**src/rtl/ddr3_request_arbiter.sv**
```systemverilog
// Two-requester round-robin arbiter in front of a DDR3 user port: one command in flight at a time.
// Define ARB_WATCHDOG_EN to abort stalled transactions after TIMEOUT_CYCLES with a timeout_err pulse.
module ddr3_request_arbiter #(
  parameter int ADDRESS_BITWIDTH      = 13,
  parameter int BANK_ADDRESS_BITWIDTH = 4,
  parameter int DQ_BITWIDTH           = 8,
  parameter int TIMEOUT_CYCLES        = 1024,
  localparam int AW = BANK_ADDRESS_BITWIDTH + ADDRESS_BITWIDTH
) (
  input  logic                     clk,
  input  logic                     reset,
  input  logic [1:0]               req_valid,
  input  logic [1:0]               req_write,
  input  logic [2*AW-1:0]          req_address,
  input  logic [2*DQ_BITWIDTH-1:0] req_wdata,
  output logic [1:0]               req_ready,
  output logic [1:0]               rsp_valid,
  output logic [DQ_BITWIDTH-1:0]   rsp_rdata,
  output logic [1:0]               timeout_err,
  output logic                     write_enable,
  output logic                     read_enable,
  output logic [AW-1:0]            i_user_data_address,
  output logic [DQ_BITWIDTH-1:0]   i_user_data,
  input  logic [DQ_BITWIDTH-1:0]   o_user_data,
  input  logic                     ctrl_ready,
  input  logic                     ctrl_rdata_valid
);

  typedef enum logic [1:0] {IDLE = 2'd0, ISSUE = 2'd1, WAIT_RD = 2'd2} state_t;

  state_t                   state, state_next;
  logic                     last_grant, grant_q, grant_sel, take, done, abort;
  logic                     cmd_write;
  logic [AW-1:0]            cmd_addr;
  logic [DQ_BITWIDTH-1:0]   cmd_wdata;
  logic [1:0]               rsp_valid_q;
  logic [DQ_BITWIDTH-1:0]   rsp_rdata_q;

  // Handshake: a command transfers in the cycle where req_valid[n] and req_ready[n] are both high;
  // req_ready is offered only in IDLE, to a single requester, and is forced low while reset is high.
  assign grant_sel = (req_valid == 2'b11) ? ~last_grant : req_valid[1];
  assign take      = (state == IDLE) && (|req_valid) && !reset;
  assign done      = ((state == ISSUE) && ctrl_ready) || ((state == WAIT_RD) && ctrl_rdata_valid);

`ifdef ARB_WATCHDOG_EN
  localparam int WDW = (TIMEOUT_CYCLES > 2) ? $clog2(TIMEOUT_CYCLES) : 1;
  localparam logic [WDW-1:0] WD_LAST = WDW'(TIMEOUT_CYCLES - 1);

  logic [WDW-1:0] wd_count;
  logic [1:0]     timeout_q;

  assign abort = (state != IDLE) && !done && (wd_count == WD_LAST);

  // Counter sits at zero in IDLE, so the first ISSUE cycle always sees a fresh count.
  always_ff @(posedge clk or posedge reset) begin
    if (reset) begin
      wd_count  <= '0;
      timeout_q <= '0;
    end else begin
      timeout_q <= '0;
      if (state == IDLE) wd_count <= '0;
      else               wd_count <= wd_count + WDW'(1);
      if (abort) timeout_q[grant_q] <= 1'b1;
    end
  end

  assign timeout_err = timeout_q;
`else
  assign abort       = 1'b0;
  assign timeout_err = 2'b00;
`endif

  always_comb begin
    state_next   = state;
    req_ready    = '0;
    write_enable = 1'b0;
    read_enable  = 1'b0;
    case (state)
      IDLE: begin
        if (take) begin
          req_ready[grant_sel] = 1'b1;
          state_next           = ISSUE;
        end
      end
      ISSUE: begin
        write_enable = cmd_write;
        read_enable  = ~cmd_write;
        if (ctrl_ready) state_next = cmd_write ? IDLE : WAIT_RD;
        else if (abort) state_next = IDLE;
      end
      WAIT_RD: begin
        if (ctrl_rdata_valid || abort) state_next = IDLE;
      end
      default: state_next = IDLE;
    endcase
  end

  always_ff @(posedge clk or posedge reset) begin
    if (reset) begin
      state       <= IDLE;
      last_grant  <= 1'b1;
      grant_q     <= 1'b0;
      cmd_write   <= 1'b0;
      cmd_addr    <= '0;
      cmd_wdata   <= '0;
      rsp_valid_q <= '0;
      rsp_rdata_q <= '0;
    end else begin
      state       <= state_next;
      rsp_valid_q <= '0;
      if (take) begin
        last_grant <= grant_sel;
        grant_q    <= grant_sel;
        cmd_write  <= req_write[grant_sel];
        cmd_addr   <= grant_sel ? req_address[2*AW-1:AW] : req_address[AW-1:0];
        cmd_wdata  <= grant_sel ? req_wdata[2*DQ_BITWIDTH-1:DQ_BITWIDTH] : req_wdata[DQ_BITWIDTH-1:0];
      end
      if ((state == WAIT_RD) && ctrl_rdata_valid) begin
        rsp_valid_q[grant_q] <= 1'b1;
        rsp_rdata_q          <= o_user_data;
      end
    end
  end

  assign i_user_data_address = cmd_addr;
  assign i_user_data         = cmd_wdata;
  assign rsp_valid           = rsp_valid_q;
  assign rsp_rdata           = rsp_rdata_q;

endmodule
```
**config.mk**
```make
export PLATFORM = sky130hd
export DESIGN_NAME = ddr3_request_arbiter
export DESIGN_NICKNAME = d
export VERILOG_FILES = /design/src/rtl/ddr3_request_arbiter.sv
export SDC_FILE = /design/constraint.sdc
export NUM_CORES = 1
export LEC_CHECK = 0
export ABC_AREA = 1
export CAP_MARGIN = 25
export CORE_MARGIN = 2
export CORE_UTILIZATION = 35
export CTS_BUF_LIST = sky130_fd_sc_hd__clkbuf_16
export CTS_CLUSTER_SIZE = 30
export DETAILED_ROUTE_END_ITERATION = 7
export GPL_TIMING_DRIVEN = 0
export PLACE_DENSITY = 0.85
export SETUP_SLACK_MARGIN = 0.1
export SYNTH_ARGS = -nofsm -noshare
export SYNTH_HDL_FRONTEND = slang
export SYNTH_SLANG_ARGS = --single-unit
```
**constraint.sdc**
```tcl
create_clock -name clk -period 2.05 [get_ports clk]
set_input_delay 0.205 -clock clk [delete_from_list [all_inputs] [get_ports clk]]
set_output_delay 0.205 -clock clk [all_outputs]
set_load 0.01 [all_outputs]
```
; ---- After elaboration in Yosys (flattened, before gate mapping)
; Cells that the tools add are included.
[word_totals]
reg_bits = 40
in_bits = 66
output_inout_bits = 41
wordCells = 48
[op_classes]
magnitude_cmp = 4
eq_ne = 6
mux = 19
bitwise_logic = 2
n_reduce_logical = 9
[ops]
columns = cell, count
row1 = two-way mux 17 bit, 1
row2 = two-way mux 2 bit, 7
row3 = two-way mux 8 bit, 1
row4 = two-way mux 1 bit, 7
row5 = "inequality test 2 bit, second input constant", 3
row6 = one-hot mux 2 bit (3 select lines), 1
row7 = logical AND 1 bit, 5
row8 = "== test 2 bit, second input constant", 2
row9 = "less-than comparator 1 x 2 -> 1 bit, second input constant", 2
row10 = AND reduction 3 bit, 1
row11 = demux 1 bit (select 1 bit), 2
row12 = "== test 2 x 1 -> 1 bit, second input constant", 1
row13 = "greater-or-equal comparator 1 bit, second input constant", 2
row14 = logical NOT 2 bit, 1
row15 = inverter 1 bit, 2
row16 = OR reduction 2 bit, 1
row17 = logical NOT 1 bit, 1

; ---- Depth between registers and ports, before layout
; Gate-level depths: netlist of the first run.
[logic_depth]
word_depth = 8
ltp_mapped = 8
depth_no_buf = 7

; ---- Worst setup path before layout of the first run
; Ideal clock, no wire load.
[synth_timing]
path_type = input port to output port
from = input port reset
to = output port req_ready[0]
arrival_time_ps = 1916
required_time_ps = 1845
path_slack_ps = -71
cell_stages = 6
n_path_buf = 1
path_cell_list = inv_1 > nand2_1 > nor2_4 > inv_2 > buf_2 > nor2_1
[synth_between]
elab_chain_cells = 4
[synth_rtl]
columns = element, line
row1 = "start, declared", 11  ; input logic reset,
row2 = logical NOT 1 bit (no line), n/a
row3 = logical AND 1 bit, 42  ; assign take = (state == IDLE) && (|req_valid) && !reset;
row4 = two-way mux 2 bit, 80  ; if (take) begin
row5 = two-way mux 2 bit, 78  ; case (state)
row6 = "end, declared", 16  ; output logic [1:0] req_ready,
; No other way between the ends.

; ---- Worst setup path after layout of the first run
[layout_timing]
from = register state[1]
to = output port req_ready[1]
[layout_between]
elab_chain_cells = 5
[layout_rtl]
columns = element, line
row1 = "start, declared", 31  ; state_t state, state_next;
row2 = "start signal, assigned", 109  ; state <= state_next;
row3 = logical NOT 2 bit *, "42, 78"
row4 = logical AND 1 bit (2 in a row), 42
row5 = two-way mux 2 bit, 80
row6 = two-way mux 2 bit *, 78
; Every way passes the cells marked *; elsewhere a longest branch is shown, timed or not.

==> results.ini, run 1 <==
[routing]
via_count=1987
drtIter0Drc=79
wl_per_cell_um=11.58
firstDrtPassIters=4
viasPerCell=4.367
drt.antenna.violating_nets=0
drt-total-wl_mm=5.270
drc=0

[timing]
period_share=0.8986
maxSlewHeadroom=0.6495
finClkSkew_ps=5.931
fin_crit_ps=1842
timing.fmax_mhz=542.8
worst_slack_ps=207.8
hold_violations=0
drv_slew=0
rsz0062_at_grt=no
finalSetupViolCount=0
tightest_slew_ps=522.9

[critical_path]
cp_max_fo=4
critPathLaunch=state[1]$_DFFE_PP0P_
r2r-end=i_user_data_address[11]$_DFFE_PP0P_
r2r_start=last_grant$_DFFE_PP1P_
r2r_cells=8
slowest_delay_ps=570
endpoint=req_ready[1]
worstPathRequired_ps=1850
arrival_ps=1640
cp-end-kind=output pin
ff2ff_setup_slack_ps=580
cp.depth=4
cp_num_buf_inv=1
critPathKind=flop to output pin
crit_path_start_kind=flop
cp_top_family=buffers and inverters
critPathSlowestCell=clkdlybuf4s50_1
crit_chain=nor2_2, nand2_1, nor2_1, clkdlybuf4s50_1

[min_path]
hold_class=input pin to async pin

[floorplanning]
core_um2=5205
die_y_um=77.96
die_x_um=77.96
ios=107
dieArea_um2=6077
start_util=0.3678
rows=26

[place]
numPortBuffers=104
post-dp-hpwl_mm=3.854
dp_slack_ps=-1065
gp_congestion=0.7644

[run]
maxCapViolCount=0

[logic_synthesis]
synth-seq-area-share=0.5235
synth_top_area_frac=0.5098
synth_area_um2=1914
yosys_register_bits=40
ys_warn_count=0
avgSynthCellArea_um2=7.143
synth_top_area_cell=dfrtp_1
postSynthCellCount=268
yosysUniqueCellTypes=14
ys_top_cells_by_area=dfrtp_1, nand2_1, inv_1

[clock_tree]
h-tree-depth=2
clkSlewWorstSetupHoldPaths_ps=60
clock_path_buffers=2
cts_root_buf=clkbuf_16
insertion_delay_ps=270
cts.sinks=40
cts_buffers=5
cts_tree=yes

[power_and_ir_drop]
p_leak_uw=0.001666
max-vdd-ir-drop_v=0.0006915
powerDensity_nw_per_um2=1157

[layout]
antenna_cells=0
area_growth_pct=68.69
drive_above_1_share=0.07532
final_util=0.6204
nNetsFinal=450

[grt]
grt_pass1_vias=2015
grt_max_degree=21
grt.overflow.total=0
antenna_found_initial=0
grt_pass1_wl_mm=9.045
grt_usage=0.1852

[outcome]
outcome=complete, no violations

-- power breakdown --
group	internal, uW	total (uW)	switching, uW
Combinational	906	1680	772
Sequential	1140	1340	195
Clock	441	724	283
Total	2490	3740	1250
-- per-stage QoR --
stage	cell area [um2]	setup TNS, ps	cells	hold WS [ps]	power, uW
2_1_floorplan	1922	0	269	187.7	2070
3_3_place_gp	3050	-15700	443	418.6	2975
3_5_place_dp	3050	-16450	443	431.6	3025
4_1_cts	3216	0	454	187.2	3790
5_1_grt	3229	0	455	185.9	4021
6_report	3229	0	455	164.0	3738
-- layout by cell type, fill, tap and decap left out, types with 2 or more instances in the layout --
master | netlist | layout
buf_4 | 2 | 4
nor2_1 | 8 | 7
clkbuf_16 | 0 | 5
nand2_1 | 173 | 172
o21ai_0 | 10 | 10
buf_6 | 2 | 2
inv_2 | 2 | 2
inv_1 | 17 | 17
buf_2 | 7 | 6
clkinvlp_2 | 0 | 2
conb_1 | 1 | 2
nand3_1 | 4 | 4
dfrtp_1 | 39 | 39
clkinvlp_4 | 0 | 2
clkdlybuf4s50_1 | 0 | 102
-- layout make-up --
cell class                 count  area (um2)
buffer                        11       71.32
clock inverter                 3       15.01
sequential                    40        1002
multi-input combinational    198       778.2
fill                         488        1976
timing repair inverter         2       10.01
clock buffer                   5       125.1
timing repair buffer         107        1065
tap                           70       87.58
inverter                      19       75.07
-- worst min path at each step --
stage	from	slack (ps)	to	cells past startpoint
after floorplan	reset	190	cmd_write$_DFFE_PP0P_	1
after global placement	grant_q$_DFFE_PP0P_	420	rsp_valid[0]$_DFF_PP0_	1
after detailed placement	grant_q$_DFFE_PP0P_	430	rsp_valid[0]$_DFF_PP0_	1
after CTS	reset	190	state[0]$_DFFE_PP0P_	3
after global routing	reset	190	grant_q$_DFFE_PP0P_	2
final	reset	160	grant_q$_DFFE_PP0P_	2
-- synthesized netlist by cell type --
| master | count |
|---|---|
| dfstp_2 | 1 |
| conb_1 | 1 |
| nand3_1 | 4 |
| inv_2 | 2 |
| buf_2 | 7 |
| nand2_1 | 173 |
| dfrtp_1 | 39 |
| o21ai_0 | 10 |
| nor2_1 | 8 |
| buf_4 | 2 |
| clkbuf_1 | 1 |
| nor2_4 | 1 |
| buf_6 | 2 |
| inv_1 | 17 |
-- metal layers --
metal,GRT usage,part of all wire
met1,0.2250,0.44
met2,0.3328,0.49
met3,0.04535,0.062
met4,0.03860,0.0087
met5,0,0
-- sequential cells by signal, indices dropped and copies added, names as in the netlist --
register,flops
cmd_write,1
grant_q,1
i_user_data,8
i_user_data_address,17
last_grant,1
rsp_rdata,8
rsp_valid,2
state,2
-- cells by family (layout without fill, tap and decap cells) --
kind of cell	after synthesis	count (layout)	share of synthesized area
and+or+nand+nor	186	186	0.3712
buffers and inverters	31	147	0.07712
other	1	2	0.001959
DFF	40	40	0.5235
AOI/OAI and AO/OA	10	10	0.02614
-- repair_timing --
| action | CTS | global route |
|---|---|---|
| buffers inserted | 2 | 0 |
| pin swaps | 1 | 0 |
| cloned | 2 | 0 |
| hold buffers | 0 | 0 |
| resized for setup | 4 | 3 |
| endpoints found under the setup margin | 31 | 2 |
Note: power is estimated with default switching activity, not from simulation.
==> run 2: changes to the inputs <==
--- a/config.mk
+++ b/config.mk
@@ -15,6 +15,7 @@
 export GPL_TIMING_DRIVEN = 0
 export PLACE_DENSITY = 0.85
 export SETUP_SLACK_MARGIN = 0.1
+export SKIP_LAST_GASP = 1
 export SYNTH_ARGS = -nofsm -noshare
 export SYNTH_HDL_FRONTEND = slang
 export SYNTH_SLANG_ARGS = --single-unit
==> constraint.sdc (replaced) <==
create_clock -name clk -period 2.05 [get_ports clk]
set_input_delay 0.205 -clock clk [delete_from_list [all_inputs] [get_ports clk]]
set_output_delay 0.205 -clock clk [all_outputs]
set_load 0.1 [all_outputs]
==> results.ini, run 2 (same netlist as run 1, synthesis figures left out) <==
[routing]
drt-total-wl_mm=5.425  ; +2.9%
firstDrtPassIters=4  ; unchanged
drt.antenna.violating_nets=0  ; unchanged
wl_per_cell_um=11.92  ; +2.9%
met2_length_mm=2.823  ; +9.2%
met1Wirelength_mm=2.171  ; -5.9%
via_count=2019  ; +1.6%
drtIter0Drc=58  ; -27%
drc=0  ; unchanged
met3_length_um=399  ; +21%
viasPerCell=4.437  ; +1.6%
routed.top_layer=met4

[layout]
layout_common_cells=nand2_1, clkdlybuf4s50_1, dfrtp_1
multiInputGateArea_um2=790.8  ; +1.6%
area_growth_pct=68.56  ; about the same
nNetsFinal=450  ; unchanged
largest_reg_flops=17  ; unchanged
seq_area_um2=1002  ; unchanged
antenna_cells=0  ; unchanged
layout_commonest_cell=nand2_1
drive_above_1_share=0.09351  ; +0.01818
fin_cells=455  ; unchanged
fillers=518  ; +6.1%

[critical_path]
arrival_ps=1670  ; +30 ps
critPathLaunch=state[1]$_DFFE_PP0P_
worstPathRequired_ps=1850  ; about the same
cp-end-kind=output pin
r2r_start=last_grant$_DFFE_PP1P_
cp_max_fo=4  ; unchanged
crit_path_start_kind=flop
critPathKind=flop to output pin

[place]
gp_congestion=0.7218  ; -5.6%
post-dp-hpwl_mm=3.899  ; +1.2%
numPortBuffers=104  ; unchanged
dp.cells=443  ; unchanged

[timing]
period_share=0.9168  ; +0.01819
maxSlewHeadroom=0.3454  ; -0.3040
fin_crit_ps=1879  ; +37.30 ps
rsz0062_at_grt=no
fin_setup_tns_ps=0  ; unchanged
tightest_slew_ps=985.8  ; +462.8 ps
timing.fmax_mhz=532.1  ; -2.0%
holdWs_ps=70.87  ; -93.12 ps
hold_violations=0  ; unchanged
drv_slew=0  ; unchanged
finalSetupViolCount=0  ; unchanged
finClkSkew_ps=5.124  ; -0.8061 ps

[clock_tree]
h-tree-depth=2  ; unchanged
cts.sinks=40  ; unchanged
ctsHoldBuffers=0  ; unchanged
clock_path_buffers=2  ; unchanged
clkSlewWorstSetupHoldPaths_ps=60  ; about the same
cts_buffers=5  ; unchanged
cts_root_buf=clkbuf_16
insertion_delay_ps=280  ; about the same
cts_tree=yes

[grt]
grt_usage=0.1854  ; about the same
grt_pass1_wl_mm=8.983  ; -0.69%
grt_pass1_vias=2002  ; -0.65%
grt_max_degree=21  ; unchanged
antenna_found_initial=0  ; unchanged
grt.overflow.total=0  ; unchanged

[floorplanning]
dieArea_um2=6077  ; unchanged
ios=107  ; unchanged
die_y_um=77.96  ; unchanged
start_util=0.3678  ; unchanged
core_um2=5205  ; unchanged
die_x_um=77.96  ; unchanged
rows=26  ; unchanged

[outcome]
outcome=complete, no violations

[min_path]
hold_class=input pin to async pin

[run]
maxCapViolCount=0  ; unchanged

[run 2: cell count changes in the layout (fill, tap and decap cells not counted), sizes merged]
cell           before  now
clkinvlp            4    3
clkinv              1    3
dlygate4sd2         1   33
clkdlybuf4s50     102   64
buf                13   14
clkbuf              7    6
inv                19   18
dlymetal6s2s        0    3
clkdlybuf4s15       0    3
[run 2: metal layers]
layer / vias up / GRT usage
met5: - / 0
met4: 0 / 0.03509
met3: 5 / 0.05349
met2: 79 / 0.3466
met1: 915 / 0.2097
li1: 1020 / -
[run 2: area by class of cell]
type	instances	area share
timing repair buffer	107	0.3257
timing repair inverter	2	0.003102
sequential	40	0.3106
clock inverter	3	0.004265
buffer	11	0.02210
clock buffer	5	0.03877
multi-input combinational	198	0.2451
tap	70	0.02714
inverter	19	0.02326
[run 2: worst paths after layout]
check	end	slack [ps]	cells after the start
max	req_ready[1]	170	4
max reg2reg	i_user_data_address[13]$_DFFE_PP0P_	530	8
min	cmd_write$_DFFE_PP0P_	70	2
min in group clk	rsp_valid[0]$_DFF_PP0_	430	1
max in group asynchronous	i_user_data[5]$_DFFE_PP0P_	1570	3
min reg2reg	rsp_valid[0]$_DFF_PP0_	430	1
[run 2: repair_timing]
action                     CTS  global route
setup endpoints to repair   66             4
resized for setup           50             6
pin swaps                    1             1
setup buffers                2             0
gates cloned                 2             0
[run 2: metrics by stage]
| stage | cell area (um2) | util | setup WS, ps |
|---|---|---|---|
| floorplan | 1937 | - | 42.53 |
| global placement | 3065 | 0.5889 | -1522 |
| detailed placement | 3065 | 0.5889 | -1567 |
| CTS | 3196 | 0.6139 | 36.88 |
| global route | 3227 | 0.6200 | 114.9 |
| finish | 3227 | 0.6200 | 170.5 |
[run 2: worst max-delay path, stage by stage (launching register included)]
cell,delay (ps)
dfrtp_1,410
nor2_1,140
nand2_1,130
nor2_2,140
clkdlybuf4s15_2,580
Power of run 2 is left out: the tool's default activity adds up to more than one toggle a clock period on the data nets, which glitch-free logic cannot reach.
==> run 3: changes to the inputs <==
--- a/config.mk
+++ b/config.mk
@@ -13,7 +13,7 @@
 export CTS_CLUSTER_SIZE = 30
 export DETAILED_ROUTE_END_ITERATION = 7
 export GPL_TIMING_DRIVEN = 0
-export PLACE_DENSITY = 0.85
+export PLACE_DENSITY = 0.77
 export SETUP_SLACK_MARGIN = 0.1
 export SKIP_LAST_GASP = 1
 export SYNTH_ARGS = -nofsm -noshare
==> results.ini, run 3 (same netlist as run 1, synthesis figures left out) <==
[timing]
finalSetupViolCount=0  ; unchanged
rsz0062_at_grt=yes
tightest_slew_ps=989.0  ; +3.174 ps
timing.fmax_mhz=530.2  ; -0.35%
holdWs_ps=36.00  ; -34.86 ps
maxSlewHeadroom=0.3433  ; -0.002108
period_share=0.9201  ; +0.003259
hold_violations=0  ; unchanged
finClkSkew_ps=3.362  ; -1.762 ps
drv_slew=0  ; unchanged
fin_crit_ps=1886  ; +6.680 ps

[place]
numPortBuffers=104  ; unchanged
post-dp-hpwl_mm=3.695  ; -5.2%
gp_congestion=0.6918  ; -4.2%

[floorplanning]
core_um2=5205  ; unchanged
dieArea_um2=6077  ; unchanged
ios=107  ; unchanged
start_util=0.3678  ; unchanged
rows=26  ; unchanged
die_y_um=77.96  ; unchanged
die_x_um=77.96  ; unchanged

[layout]
largest_reg_flops=17  ; unchanged
drive_above_1_share=0.09845  ; +0.004939
nNetsFinal=451  ; +0.22%
layout_common_cells=nand2_1, clkdlybuf4s50_1, dfrtp_1
layout_commonest_cell=nand2_1
antenna_cells=0  ; unchanged
area_growth_pct=70.46

[routing]
drt-total-wl_mm=5.286  ; -2.6%
drt.antenna.violating_nets=0  ; unchanged
wl_per_cell_um=11.59  ; -2.8%
via_count=2007  ; -0.59%
viasPerCell=4.401  ; -0.81%
drc=0  ; unchanged
drtIter0Drc=84  ; +45%
firstDrtPassIters=4  ; unchanged

[grt]
grt_max_degree=21  ; unchanged
antenna_found_initial=0  ; unchanged
grt_pass1_wl_mm=8.707  ; -3.1%
grt_pass1_vias=1921  ; -4.0%
grt.overflow.total=0  ; unchanged
grt_usage=0.1806  ; -0.004786

[critical_path]
cp_max_fo=4  ; unchanged
r2r_cells=7  ; -1
worstPathRequired_ps=1850  ; about the same
crit_path_start_kind=flop
arrival_ps=1680  ; about the same
cp-end-kind=output pin
critPathKind=flop to output pin

[clock_tree]
h-tree-depth=2  ; unchanged
insertion_delay_ps=280  ; about the same
cts.sinks=40  ; unchanged
ctsHoldBuffers=0  ; unchanged
cts_root_buf=clkbuf_16
cts_buffers=5  ; unchanged
clkSlewWorstSetupHoldPaths_ps=60  ; about the same
clock_path_buffers=2  ; unchanged
cts_tree=yes

[outcome]
outcome=complete, no violations

[min_path]
hold_class=input pin to async pin

[run]
maxCapViolCount=0  ; unchanged

run 3: cell count changes in the layout (fill, tap and decap cells not counted):
cell | previous run | this run
buf_4 | 4 | 5
bufinv_16 | 0 | 1
clkinv_1 | 1 | 0
clkinv_2 | 2 | 1
clkinvlp_4 | 1 | 2
run 3: metal layers:
metal  track usage  vias to the layer above  part of all wire
met3       0.05233                        5             0.071
met5             0                        -                 0
met4       0.04737                        0            0.0087
met2        0.3086                       76              0.49
met1        0.2235                      901              0.43
li1              -                     1025                 -
run 3: metrics by stage:
stage,instances,setup slack [ps],TNS (ps),util,instance area (um2)
after floorplan,269,42.53,0,-,1937
after global placement,443,-1578,-18390,0.5889,3065
after detailed placement,443,-1602,-18980,0.5889,3065
after CTS,455,103.2,0,0.6204,3229
after global routing,456,84.58,0,0.6269,3263
final,456,163.9,0,0.6269,3263
run 3: timing repair:
item	CTS	global route
cloned	2	0
gates resized for setup	51	7
buffers inserted	2	0
setup endpoints to repair	66	4
pin swaps	1	1
run 3: final cells by class:
cell class | instances | area, um2
Inverter | 19 | 75.07
Sequential cell | 40 | 1002
Tap cell | 70 | 87.58
Clock buffer | 5 | 125.1
Fill cell | 493 | 1942
Clock inverter | 3 | 42.54
Timing Repair inverter | 2 | 10.01
Timing Repair Buffer | 107 | 1051
Buffer | 12 | 78.83
Multi-Input combinational cell | 198 | 790.8
run 3: worst paths after layout:
check / startpoint / to / slack, ps
worst max register to register: state[1]$_DFFE_PP0P_ / i_user_data_address[3]$_DFFE_PP0P_ / 600
max in group asynchronous: reset / i_user_data[4]$_DFFE_PP0P_ / 1630
worst min-delay path: reset / i_user_data[6]$_DFFE_PP0P_ / 40
worst max-delay path: state[1]$_DFFE_PP0P_ / req_ready[1] / 160
worst min register to register: grant_q$_DFFE_PP0P_ / rsp_valid[0]$_DFF_PP0_ / 430
min in group clk: grant_q$_DFFE_PP0P_ / rsp_valid[0]$_DFF_PP0_ / 430
run 3: critical path, stage by stage (launching register included):
cell             delay (ps)
dfrtp_1                 410
nor2_1                  140
nand2_1                 130
nor2_2                  140
clkdlybuf4s15_2         580
Power of run 3 is left out for the same reason.
==> edit 1, RTL diff (config.mk and constraints of run 2) <==
Set the parameter `DQ_BITWIDTH` to 12 (it was 8).
--- a/src/rtl/ddr3_request_arbiter.sv
+++ b/src/rtl/ddr3_request_arbiter.sv
@@ -5,3 +5,3 @@
   parameter int BANK_ADDRESS_BITWIDTH = 4,
-  parameter int DQ_BITWIDTH           = 8,
+  parameter int DQ_BITWIDTH           = 12,
   parameter int TIMEOUT_CYCLES        = 1024,
Interface: changed (resized i_user_data, o_user_data, req_wdata and rsp_rdata); port bits go from 107 to 127. No check against the original RTL was run, so the function may have changed too.
==> edit 1 against run 2 <==
- sequential share of layout area decreased by 0.13 points
- worst setup slack improved by 0.0089 ns
- synthesized area increased by 20%
- final area increased by 20%
- sequential cell count increased by 8
- wire length increased by 23%
Power is left out: the tool's default activity adds up to more than one toggle a clock period on the data nets, which glitch-free logic cannot reach.
==> edit 1: results (changes against run 2) <==
DRT met1 WL=2770 um (+28%); worst reg-to-reg setup slack=0.70 ns (+0.17 ns); Placed Area=3680 um^2 (+20%); htree depth=2 (unchanged); Reg-to-Reg Start=state[0]; number of global-route vias before repair=2,370 (+18%); Tot GR Track Use=0.184 (-0.00143); cell depth of the worst flop-to-flop path=6 (-2); Ant. Diodes=0 (unchanged); clk buf depth=2 (unchanged); DRT Wirelength=6670 um (+23%); cts bufs inserted=5 (unchanged); GP Congestion=0.776 (+7.6%); DP Wirelength=4940 um (+27%); top cells by count, synth=nand2_1 (171), dfrtp_1 (47), nand3_1 (32); nets@finish=531 (+18%); Layout fillers=580 (+12%); CTS Root Cell=clkbuf_16; vias per cell=4.57 (+3.0%); sequential area share after synthesis=0.523 (-0.000678); highest metal used=met4; clock skew=0.00902 ns (+0.00390 ns); status=finished, final reports clean; Yosys cell types=16 (+2); max FFs per register=17 (unchanged); drt pass-1 iters=4 (unchanged); Post-synth ARST share=1.00 (unchanged); clk_lat worst skew=0.28 ns (about the same); first-pass GRT wire length=10,800 um (+20%); Crit path arrival time=1.67 ns (about the same); synth warn=0 (unchanged); layout cells sized above 1=0.0903 (-0.00320); metal2 WL=3320 um (+18%); CP Max Fanout=10 (+6); initial antenna violation count=0 (unchanged); wire length on met3=533 um (+34%); dominant cells by area after synthesis=dfrtp_1 (51%), nand2_1 (28%), nand3_1 (7.0%); clock transition at the registers of the reported paths=0.07 ns; port bufs=124 (+19%); worst-margin pin slew=0.981 ns (-0.00476 ns); Initial DRC Count=104 (+79%); largest net degree at the start of global routing=29 (+38%); reg2reg end=i_user_data_address[16]; Hold Crit Class=input port to async pin
[edit 1: worst max path at each step]
stage | start | endpoint | slack (ns) | cells after the start
detailed placement | reset | req_ready[0] | -1.17 | 7
global route | last_grant | req_ready[0] | 0.1 | 6
floorplan | reset | req_ready[0] | 0.20 | 4
global placement | reset | req_ready[0] | -1.57 | 6
finish | last_grant | req_ready[0] | 0.18 | 6
CTS | last_grant | req_ready[0] | 0.05 | 6
[edit 1: worst max-delay path, cell delays in order (launching register included)]
cell and delay, ns:
dfstp_2 0.53, nand2_1 0.10, nand2_2 0.14, clkbuf_4 0.22, inv_1 0.08, nor2_4 0.12, buf_12 0.18
[edit 1: metrics by stage]
step	worst slack (ns)	utilization	hold slack, ns	std cells	TNS [ns]
finish	0.179	0.612	0.0392	531	0
global route	0.0959	0.612	0.0680	531	0
CTS	0.0546	0.605	0.421	529	0
detailed placement	-1.17	0.580	0.453	519	-8.72
global placement	-1.57	0.577	0.440	518	-21.97
floorplan	0.200	-	0.247	317	0
[edit 1: layout make-up]
cell class	count	area share
Clock inverter	3	0.0177
Timing Repair Buffer	128	0.324
Multi-Input combinational cell	229	0.244
Timing Repair inverter	1	0.00129
Sequential cell	48	0.309
Buffer	19	0.0257
Tap cell	77	0.0248
Clock buffer	5	0.0322
Inverter	21	0.0212
[edit 1: metal layers]
metal,GRT usage,vias to the layer above
met1,0.226,1098
met4,0.0390,0
met5,0,-
li1,-,1235
met2,0.322,90
met3,0.0525,4
[edit 1: repair_timing]
| item | CTS | global route |
|---|---|---|
| cloned | 1 | 1 |
| buffers inserted | 1 | 1 |
| setup endpoints to repair | 69 | 1 |
| resized for setup | 64 | 4 |
| pin swaps | 0 | 0 |
[edit 1: logic make-up (layout without fill, tap and decap cells)]
family,Yosys count,in the layout,synth area share
simple gates,213,213,0.369
compound gates,14,14,0.0310
other cells,1,2,0.00163
buf+inv,40,177,0.0756
flops,48,48,0.523
==> edit 2, RTL diff (config.mk and constraints of run 2) <==
Without the edit above. The 3 states of `state_t` get a one-hot encoding in 3 bits.
--- a/src/rtl/ddr3_request_arbiter.sv
+++ b/src/rtl/ddr3_request_arbiter.sv
@@ -28,3 +28,3 @@
 
-  typedef enum logic [1:0] {IDLE = 2'd0, ISSUE = 2'd1, WAIT_RD = 2'd2} state_t;
+  typedef enum logic [2:0] {IDLE = 3'b001, ISSUE = 3'b010, WAIT_RD = 3'b100} state_t;
 
Formal check against the unedited RTL: no difference found for any inputs over 10 cycles, from zero or initial values and one cycle with reset high; not proved beyond that.
==> edit 2 against run 2 <==
- wire length increased by 5.2%
- worst hold slack improved by 0.37 ns
- via count increased by 4.3%
- die area increased by 7.1%
- worst setup slack got worse by 0.029 ns
- final cell count increased by 1.5%
- final area increased by 3.9%
- synthesized cell count increased by 3.4%
- sequential cell count increased by 1
- global-route usage decreased by 0.41 points
- synthesized area increased by 7.5%
- critical endpoint is now req_ready[0]
- largest cell class unchanged
- highest routed layer unchanged
==> edit 2: results (changes against run 2) <==
Initial DRC Count=119 (+110%); largest net degree at the start of global routing=43 (+100%); DRT Wirelength=5710 um (+5.2%); GP Congestion=0.696 (-3.6%); number of gates resized after CTS=52 (+4.0%); initial antenna violation count=0 (unchanged); max FFs per register=17 (unchanged); clock skew=0.00363 ns (-0.00150 ns); adder-cell share of the synthesized area=0 (unchanged); Slew HR=0.350 (+0.00498); status=finished, final reports clean; worst IR drop on VDD=0.000792 V; first-pass GRT wire length=9000 um (+0.23%); Layout fillers=543 (+4.8%); Seq. cell area=1030 um^2 (+2.6%); number of synthesized register bits=41 (+2.5%); via count=2,106 (+4.3%); Tot GR Track Use=0.181 (-0.00412); Placement Setup Slack=-0.724 ns (+0.843 ns); dominant cells by area after synthesis=dfrtp_1 (47%), nand2_1 (27%), nand3_1 (7.1%); Critical Path Slowest Stage Cell=dfstp_2; top cells by count, synth=nand2_1 (147), dfrtp_1 (39), nand3_1 (29); number of global-route vias before repair=1,999 (-0.15%); sequential area share after synthesis=0.500 (-0.0235); post-synthesis compound-gate area fraction=0.0310 (+0.00488); CP Max Fanout=10 (+6); slowest stage delay, CP=0.53 ns (-0.05 ns); multi-input logic cell count=204 (+3.0%); Hold Crit Class=register to register; inverters=18 (-14%); Clock-cell share=0.0496 (+0.00661); DP Wirelength=4200 um (+7.7%); multi-input logic area=857 um^2 (+8.4%); Lkg Pwr=1.86 nW; layout cells sized above 1=0.103 (+0.00906); non-clk buf share=0.339 (-0.00850); Buffers excl. clock=119 (+0.85%); Crit path arrival time=1.70 ns (+0.03 ns); Yosys cell types=19 (+5); postcts setup bufs=0 (-2); nets@finish=455 (+1.1%)
-- edit 2: changes by cell type after synthesis, moves of 2 or more --
cell	delta
buf_2	-2
buf_4	+4
buf_6	+2
inv_1	-2
nand2_1	-26
nand3_1	+25
nand3_2	+2
-- edit 2: per-layer routing --
layer	GRT usage	part of all wire	wire [um]	vias to the layer above
met4	0.0475	0.0096	55	0
li1	-	-	-	1072
met3	0.0494	0.069	393	4
met5	0	0	0	-
met1	0.217	0.43	2460	967
met2	0.319	0.49	2800	63
-- edit 2: worst paths after layout --
check	startpoint	endpoint	slack, ns	depth (start not counted)
max	last_grant	req_ready[0]	0.14	6
min	grant_q	rsp_valid[0]	0.44	1
max reg2reg	last_grant	grant_q	0.69	6
min reg2reg	grant_q	rsp_valid[0]	0.44	1
max in group asynchronous	reset	state[1]	1.01	2
min in group asynchronous	reset	i_user_data_address[15]	0.52	2
-- edit 2: cells by family after synthesis --
kind of cell | count (synthesis)
AND/OR/NAND/NOR | 190
flip-flops | 41
buffers and inverters | 33
AO/OA/AOI/OAI | 12
other | 1
-- edit 2: report_power, final --
| group | internal, W | switching, W | total [W] | leakage (nW) |
|---|---|---|---|---|
| clock | 0.000570 | 0.000306 | 0.000875 | 0.0775 |
| sequential | 0.00117 | 0.000189 | 0.00136 | 0.523 |
| combinational | 0.000734 | 0.00308 | 0.00382 | 1.26 |
| total | 0.00248 | 0.00358 | 0.00605 | 1.86 |
-- edit 2: metrics by stage --
step	TNS, ns	instances	cell area [um^2]	hold WS, ns	utilization
CTS	0	462	3330	0.447	0.593
detailed placement	-1.46	454	3200	0.435	0.571
floorplan	0	278	2070	0.346	-
finish	0	462	3350	0.444	0.598
global route	0	462	3350	0.471	0.598
global placement	-4.32	454	3200	0.408	0.571
